<file path="src/rtl/muli_sequencer_pkg.sv">
// ============================================================================
// muli_sequencer_pkg : shared types, defaults and fixed-point helpers
// Rev 1.0
// ============================================================================
`default_nettype none

package muli_sequencer_pkg;

   localparam int DEF_WIDTH = 8;
   localparam int DEF_FRAC  = 7;

   typedef enum logic [1:0] {
      ST_IDLE = 2'd0,
      ST_BUSY = 2'd1,
      ST_DONE = 2'd2
   } muli_state_t;

   // Clamp a signed value into the range of a WIDTH-bit two's-complement word.
   function automatic logic signed [31:0] saturate(input logic signed [31:0] val,
                                                   input int                 width);
      logic signed [31:0] hi;
      logic signed [31:0] lo;
      hi = (32'sd1 <<< (width - 1)) - 32'sd1;
      lo = -(32'sd1 <<< (width - 1));
      if (val > hi)
         saturate = hi;
      else if (val < lo)
         saturate = lo;
      else
         saturate = val;
   endfunction

endpackage

`default_nettype wire

</file>
<file path="src/rtl/muli_sequencer_booth_step.sv">
// ============================================================================
// booth_step : one combinational radix-2 Booth iteration (add/sub + shift)
// Rev 1.0
// ============================================================================
`default_nettype none

module booth_step #(
   parameter int WIDTH = 8
) (
   input  logic [WIDTH:0]   i_acc,
   input  logic [WIDTH-1:0] i_mcand,
   input  logic [WIDTH-1:0] i_q,
   input  logic             i_q_m1,
   output logic [WIDTH:0]   o_acc,
   output logic [WIDTH-1:0] o_q,
   output logic             o_q_m1
);

   // One guard bit on the accumulator keeps -2^(WIDTH-1) multiplicands exact.
   logic [WIDTH:0] w_mcand_ext;
   logic [WIDTH:0] w_sum;

   assign w_mcand_ext = {i_mcand[WIDTH-1], i_mcand};

   always_comb begin
      w_sum = i_acc;
      case ({i_q[0], i_q_m1})
         2'b01:   w_sum = i_acc + w_mcand_ext;
         2'b10:   w_sum = i_acc - w_mcand_ext;
         default: w_sum = i_acc;
      endcase
   end

   assign o_acc  = {w_sum[WIDTH], w_sum[WIDTH:1]};
   assign o_q    = {w_sum[0], i_q[WIDTH-1:1]};
   assign o_q_m1 = i_q[0];

endmodule

`default_nettype wire

</file>
<file path="src/rtl/muli_sequencer.sv">
// ============================================================================
// muli_sequencer : multi-cycle MULI controller, sequential Booth multiplier
// Rev 1.0
// ============================================================================
`default_nettype none

module muli_sequencer
   import muli_sequencer_pkg::*;
#(
   parameter int WIDTH = DEF_WIDTH,
   parameter int FRAC  = DEF_FRAC
) (
   input  logic             clk,
   input  logic             reset,
   input  logic             start,
   input  logic [WIDTH-1:0] a,
   input  logic [WIDTH-1:0] b,
   output logic             stall,
   output logic             busy,
   output logic             wr_en,
   output logic [WIDTH-1:0] result
);

   localparam int CW = (WIDTH > 1) ? $clog2(WIDTH) : 1;

   muli_state_t r_state;
   muli_state_t w_state_next;

   logic [WIDTH:0]   r_acc;
   logic [WIDTH-1:0] r_mcand;
   logic [WIDTH-1:0] r_q;
   logic             r_q_m1;
   logic [CW-1:0]    r_cnt;
   logic [WIDTH-1:0] r_result;
   logic             r_rst_q;

   logic [WIDTH:0]   w_acc_next;
   logic [WIDTH-1:0] w_q_next;
   logic             w_q_m1_next;
   logic             w_accept;
   logic             w_stall;
   logic             w_busy;
   logic             w_wr_en;

   logic signed [2*WIDTH-1:0] w_product;
   logic signed [2*WIDTH-1:0] w_shifted;
   logic signed [31:0]        w_shift_ext;
   logic [WIDTH-1:0]          w_result;

   booth_step #(.WIDTH(WIDTH)) u_booth_step (
      .i_acc   (r_acc),
      .i_mcand (r_mcand),
      .i_q     (r_q),
      .i_q_m1  (r_q_m1),
      .o_acc   (w_acc_next),
      .o_q     (w_q_next),
      .o_q_m1  (w_q_m1_next)
   );

   // The final Booth step's outputs form the full product on the DONE-entry edge.
   assign w_product   = {w_acc_next[WIDTH-1:0], w_q_next};
   assign w_shifted   = w_product >>> FRAC;
   assign w_shift_ext = 32'(w_shifted);
   assign w_result    = WIDTH'(saturate(w_shift_ext, WIDTH));

   // A start in the cycle right after reset is held off so no output can rise there.
   assign w_accept = (r_state == ST_IDLE) && start && !r_rst_q;

   always_comb begin
      w_state_next = r_state;
      w_stall      = 1'b0;
      w_busy       = 1'b0;
      w_wr_en      = 1'b0;
      case (r_state)
         ST_IDLE: begin
            w_stall = start && !r_rst_q;
            if (w_accept)
               w_state_next = ST_BUSY;
         end
         ST_BUSY: begin
            w_stall = 1'b1;
            w_busy  = 1'b1;
            if (r_cnt == '0)
               w_state_next = ST_DONE;
         end
         ST_DONE: begin
            w_busy       = 1'b1;
            w_wr_en      = 1'b1;
            w_state_next = ST_IDLE;
         end
         default: w_state_next = ST_IDLE;
      endcase
   end

   always_ff @(posedge clk) begin
      if (reset) begin
         r_state  <= ST_IDLE;
         r_acc    <= '0;
         r_mcand  <= '0;
         r_q      <= '0;
         r_q_m1   <= 1'b0;
         r_cnt    <= '0;
         r_result <= '0;
         r_rst_q  <= 1'b1;
      end else begin
         r_rst_q <= 1'b0;
         r_state <= w_state_next;
         if (w_accept) begin
            r_mcand <= a;
            r_q     <= b;
            r_q_m1  <= 1'b0;
            r_acc   <= '0;
            r_cnt   <= CW'(WIDTH - 1);
         end else if (r_state == ST_BUSY) begin
            r_acc  <= w_acc_next;
            r_q    <= w_q_next;
            r_q_m1 <= w_q_m1_next;
            if (r_cnt == '0)
               r_result <= w_result;
            else
               r_cnt <= r_cnt - 1'b1;
         end
      end
   end

   assign stall  = w_stall && !reset;
   assign busy   = w_busy  && !reset;
   assign wr_en  = w_wr_en && !reset;
   assign result = r_result;

endmodule

`default_nettype wire

</file>
<file path="config.mk">
export PLATFORM = sky130hd
export DESIGN_NAME = muli_sequencer
export DESIGN_NICKNAME = d
export VERILOG_FILES = /design/src/rtl/muli_sequencer_pkg.sv /design/src/rtl/muli_sequencer_booth_step.sv /design/src/rtl/muli_sequencer.sv
export SDC_FILE = /design/constraint.sdc
export NUM_CORES = 1
export LEC_CHECK = 0
export ABC_AREA = 1
export CAP_MARGIN = 10
export CORE_UTILIZATION = 50
export DETAILED_ROUTE_END_ITERATION = 10
export GPL_TIMING_DRIVEN = 1
export PLACE_DENSITY_LB_ADDON = 0.3
export SYNTH_ARGS = -nofsm -noshare
export SYNTH_HDL_FRONTEND = slang
export SYNTH_SLANG_ARGS = --single-unit
</file>
<file path="constraint.sdc">
create_clock -name clk -period 3.25 [get_ports clk]
set_input_delay 0.325 -clock clk [delete_from_list [all_inputs] [get_ports clk]]
set_output_delay 0.325 -clock clk [all_outputs]
set_load 0.02 [all_outputs]
</file>
# Word level (Yosys, flattened, before mapping)
# Index checks and enable logic that the tools add are counted.
[word_totals]
ff_bits = 39
input_bits = 19
out_inout_bits = 11
elab_cells = 52
[op_classes]
addsub = 3
order_cmp = 2
n_eq_ne = 7
n_mux = 15
bitwise = 1
n_reduce_logical = 16
[ops]
columns = ["operator", "n"]
rows = [
  ["two-way mux 8 bit", 4],
  ["case mux 9 bit (2 select lines)", 1],
  ["adder 8 x 8 -> 9 bit", 1],
  ["> comparator 9 x 8 -> 1 bit (second input constant)", 1],
  ["less-than comparator 9 x 8 -> 1 bit (second input constant)", 1],
  ["two-way mux 3 bit", 3],
  ["subtractor 8 x 8 -> 9 bit", 1],
  ["logical AND 1 bit", 6],
  ["!= test 2 bit (second input constant)", 3],
  ["== test 2 x 1 -> 1 bit (second input constant)", 2],
  ["== test 2 bit (second input constant)", 2],
  ["two-way mux 2 bit", 2],
  ["case mux 2 bit (2 select lines)", 1],
  ["AND reduction 2 bit", 2],
  ["OR reduction 2 bit", 2],
  ["zero test 3 bit", 1],
  ["two-way mux 1 bit", 3],
  ["AND reduction 3 bit", 1],
  ["subtractor 3 x 1 -> 3 bit (second input constant)", 1],
  ["zero test 1 bit", 2],
  ["zero test 2 bit", 1],
  ["case mux 1 bit (2 select lines)", 1],
  ["nonzero test 2 bit", 1],
  ["NOT 1 bit", 1],
]

# Logic depth before layout (Yosys ltp)
[logic_depth]
word_depth = 5
mapped_depth = 22
mapped_depth_nobuf = 22

# Hierarchy
# Synthesis repeated with hierarchy kept, for this count alone.
[unflattened]
hier_cells = 424
area_unflattened_um2 = 2677.6
[by_module_without_submodules]
columns = ["mod", "n_inst", "cells_per_inst", "area_each_um2", "seq_area_each_um2"]
rows = [
  ["muli_sequencer", 1, 288, 1890.6, 800.8],
  ["booth_step", 1, 136, 787.0, 0.0],
]

# Least setup slack after synthesis
# Ideal clock, no wire load.
[synth_path]
path_type = "register -> register"
start = "register r_mcand[0]"
end = "register r_result[2], in the netlist result[2]"
arrival_time_ns = 2.457
required_ns = 3.179
path_slack_ns = 0.722
stages_incl_launch_ff = 22
path_buffers = 0
synth_period_minus_slack_ns = 2.528
path_cell_list = "dfxtp_1 inv_1 ha_1 inv_1 nor2_2 inv_1 o31ai_1 a21oi_1 a21oi_1 inv_1 ha_1 nand2_1 inv_1 a21oi_2 nand2_2 nand3_1 nand3_2 nand2_4 nand2_4 a21oi_4 nand2_1 a21oi_1"
[synth_between]
elab_chain_len = 5
word_cells_on_any_way = 7
[synth_rtl]
columns = ["item", "line", "text"]
rows = [
  ["start: declaration", "muli_sequencer.sv:30", "logic [WIDTH-1:0] r_mcand;"],
  ["start signal: assignment", "muli_sequencer.sv:99", "r_mcand <= '0;"],
  ["start signal: assignment", "muli_sequencer.sv:109", "r_mcand <= a;"],
  ["subtractor 8 x 8 -> 9 bit / adder 8 x 8 -> 9 bit (equally long branches)", "muli_sequencer_booth_step.sv:29, muli_sequencer_booth_step.sv:28", ""],
  ["case mux 9 bit (2 select lines) (*)", "muli_sequencer_booth_step.sv:27", "case ({i_q[0], i_q_m1})"],
  ["less-than comparator 9 x 8 -> 1 bit", "muli_sequencer_pkg.sv:27", "else if (val < lo)"],
  ["two-way mux 8 bit", "muli_sequencer_pkg.sv:27", ""],
  ["two-way mux 8 bit (*)", "muli_sequencer_pkg.sv:25", "if (val > hi)"],
  ["end signal: assignment", "muli_sequencer.sv:119", "r_result <= w_result;"],
  ["end: declaration", "muli_sequencer.sv:34", "logic [WIDTH-1:0] r_result;"],
]
# Every way passes the cells marked *; elsewhere a longest branch is shown, timed or not.
# A chain may end at the register's enable or synchronous reset.

# Worst setup path in the final report
[layout_path]
start = "register r_mcand[3]"
end = "register r_result[2], in the netlist result[2]"
# Same word-level chain as after synthesis.

==> results.md <==
* Die W at 70.0 µm
* Crit path cell chain: nor2_2 -> inv_1 -> nor4_1 -> a31oi_1 -> xnor2_1 -> ha_1 -> nand2_1 -> inv_1 -> a21oi_2 -> nand2_2 -> nand3_1 -> nand3_2 -> nand2_4 -> nand2_4 -> a21oi_4 -> nand2_1 -> a21oi_1
* # rows at 24
* Clk pwr share at 21.1%
* Simple-gate share of the synthesized area at 23.2%
* Fin crit period at 2.80 ns
* GRT overflow at 0
* Xor/xnor cell area share of the yosys netlist at 2.28%
* # H-tree levels at 2
* Kind of critical path: reg2reg
* Comb pwr share at 41.8%
* Max cap viols at 0
* Storage cell area at 781 µm²
* Num CTS Buffers at 5
* Port-buffer cells at 29
* Fin. max-slew vios at 0
* Setup TNS at 0 ns
* Residual DRC at 0
* Synth area leaders: dfxtp_1, nand2_1, inv_1
* Critical path capture point: result[2]$_SDFFE_PP0P_
* Largest family of logic cells by synthesized area: simple AND/OR/NAND/NOR gates
* Initial DRC Count at 103
* Layout Nets at 395
* Post-Synth Adder-Cell Area at 8.99%
* CP max FO at 7
* Layout area overhead at 19.3%
* Vias/cell at 5.23
* WL/cell at 11.6 µm
* Critical Path Max Stage Delay at 0.35 ns
* Hold Fails Final Rpt at 0
* Num ports at 30
* Final setup fails at 0
* Worst reg2reg path endpoint: result[2]$_SDFFE_PP0P_
* Startpoint Class: flip-flop
* Kind of cell adding the most delay to the critical path: simple AND/OR/NAND/NOR gates
* Leakage at 1.24 nW
* Ys Warns at 0
* Die Ht at 70.0 µm
* #FFs+latches synth at 39
* ANT cells at 0
* Mapped Area at 0.00231 mm²
* Net Count, Synth at 363
* Clk root buf: clkbuf_8
* Total core area at 0.00438 mm²
* Routability cong. at 0.841
* Worst hold slack at 0.469 ns
* Critical-path top delay cell: dfxtp_1
* Clk slew on worst S/H paths at 0.08 ns
* Synth unique cells at 35
* Register share of total power at 37.1%
* Max Clk Rate at 0.357 GHz
* Yosys top cell by area: dfxtp_1
* Filler cells at 412
* Crit. End Element: flip-flop
* Overall routing resource usage at 21.8%
* Worst-skew pair later-pin latency at 0.29 ns
* DIE AREA at 0.00490 mm²
* Antenna Nets Post-Route at 0
* Initial core utilization at 52.7%
* Psw at 0.593 mW
* Number of global-route vias before repair at 2092
* Largest net degree at the start of global routing at 19
* Clk buf depth at 2
* Worst Setup SP: r_mcand[3]$_SDFFE_PP0P_
* Initial antenna violation count at 0
* Yosys top cell area share at 33.8%
* Seq/Total Area, Yosys at 33.8%
* Global-route wire length before repair at 8.72 mm
* RSZ-0062 raised after global routing: no
* Mapped Cells at 328
* Hpwl dp at 3.68 mm
* WP buf/inv at 2
* Syn Area/Cell at 7.04 µm²
* Worst R2R Start: r_mcand[3]$_SDFFE_PP0P_
* R2R Setup Slk at 0.45 ns
* Share of layout cells above drive strength 1 at 8.89%
* Final wirelength at 4.80 mm
* Mux share of post-synthesis cell area at 0%
* Status: completed
* Final Skew at 0.00871 ns
* Critical Path AT at 3.01 ns
* Clock Sinks at 39
* R2R depth at 17
* Worst slew margin at 68.3%
* CP required at 3.46 ns
* Compound-cell area share of the yosys netlist at 21.3%
* Worst vdd ir at 317 µV
* Area occupied by multi-input gates at 0.00130 mm²
* Vias at 2156
* Final period utilization at 86.1%
* Net Sw Frac at 39.1%
* Router iterations before antenna repair at 4
* WP depth at 17
* Hold crit path type: reg2reg
* CTS tree: built
* Internal at 0.923 mW
* Slew at the pin with the worst max-slew slack at 0.474 ns
* PwrDens at 550 mW/mm²
* Cts hold-fix bufs at 0
## worst register-to-register path, delay by kind of cell, from the launching register on
kind	cells	cell delay, ns
xor gates and xnor gates	1	0.16
AOI/OAI and AO/OA	4	0.66
buffers and inverters	2	0.13
adders and majority gates	1	0.34
and+or+nand+nor	9	1.09
DFF	1	0.35
## area by class of cell
type,count,share of cell area (%)
multi-input combinational,225,47.2
clock inverter,2,0.499
timing repair buffer,32,11.3
sequential,39,28.3
tap,52,2.36
inverter,57,7.76
clock buffer,5,2.50
## worst min-delay path by stage
stage	startpoint	endpoint	slack, ns	cells past startpoint
floorplan	reset	r_rst_q$_DFF_P_	0.35	0
global placement	r_cnt[0]$_SDFFE_PP0P_	r_cnt[0]$_SDFFE_PP0P_	0.45	2
detailed placement	result[0]$_SDFFE_PP0P_	result[0]$_SDFFE_PP0P_	0.46	2
CTS	r_q[3]$_SDFFE_PP0P_	r_q[3]$_SDFFE_PP0P_	0.47	2
global route	r_q[3]$_SDFFE_PP0P_	r_q[3]$_SDFFE_PP0P_	0.49	2
finish	r_q[3]$_SDFFE_PP0P_	r_q[3]$_SDFFE_PP0P_	0.47	2
## repair_timing
action | CTS | global route
endpoints found under the hold margin | 0 | 0
buffers inserted | 0 | 0
endpoints found under the setup margin | 0 | 2
gates resized for setup | 0 | 1
## sequential cells by signal (all words and copies together), names as in the netlist
register	flops
r_acc	8
r_cnt	3
r_mcand	8
r_q	8
r_q_m1	1
r_rst_q	1
r_state	2
result	8
## cells in the mapped netlist
cell type   n
a211oi_1    2
a21o_1      1
a21oi_1    37
a21oi_2     2
a21oi_4     1
a22oi_1     7
a31oi_1     4
clkbuf_1    7
clkinv_1    1
dfxtp_1    39
fa_1        1
ha_1       15
inv_1      53
inv_2       3
nand2_1    70
nand2_2     4
nand2_4     3
nand3_1     7
nand3_2     2
nand3b_1    1
nand4_1     1
nand4_2     2
nor2_1     21
nor2_2      4
nor3_1      2
nor4_1      1
o211ai_1    3
o21a_1      1
o21ai_0    22
o21ai_1     1
o21bai_1    2
o22ai_1     1
o31ai_1     1
xnor2_1     2
xor2_1      4
## power groups by stage
stage	Combinational, mW	Sequential, mW	Clock (mW)
floorplan	0.485	0.568	0
global placement	0.616	0.571	0
detailed placement	0.628	0.572	0
CTS	0.630	0.562	0.326
global route	0.732	0.570	0.348
finish	0.634	0.563	0.320
## routing by layer
| layer | track usage (%) | vias up | routed length, µm | share of wire [%] |
|---|---|---|---|---|
| met5 | 0 | - | 0 | 0 |
| met2 | 38.5 | 30 | 2350 | 49 |
| met1 | 27.0 | 989 | 2270 | 47 |
| met4 | 6.00 | 0 | 45 | 0.94 |
| met3 | 4.33 | 6 | 128 | 2.7 |
| li1 | - | 1131 | - | - |
## kinds of logic after synthesis
logic type	after synthesis
simple gates	118
compound gates	85
buf+inv	64
flops	39
fa+ha+maj	16
xor+xnor	6
## stage by stage
step / util [%] / cells / instance area [µm²] / total power, mW / setup WS (ns)
floorplan: - / 328 / 2310 / 1.05 / 0.722
global placement: 60.7 / 405 / 2660 / 1.19 / 0.542
detailed placement: 60.7 / 405 / 2660 / 1.20 / 0.453
CTS: 62.6 / 412 / 2740 / 1.52 / 0.393
global route: 62.9 / 412 / 2760 / 1.65 / 0.0262
finish: 62.9 / 412 / 2760 / 1.52 / 0.451
## cells in the final DEF (no fill, tap or decap), types with 2 or more instances in the layout
cell,count
a211oi_1,2
a21oi_1,37
a21oi_2,2
a22oi_1,7
a31oi_1,4
buf_4,3
clkbuf_8,5
clkdlybuf4s50_1,29
dfxtp_1,39
ha_1,14
inv_1,53
inv_2,3
nand2_1,70
nand2_2,4
nand2_4,3
nand3_1,7
nand3_2,2
nand4_2,2
nor2_1,21
nor2_2,4
nor3_1,2
o211ai_1,3
o21ai_0,22
o21bai_1,2
xnor2_1,2
xor2_1,4
Power figures use the tool's default switching activity.
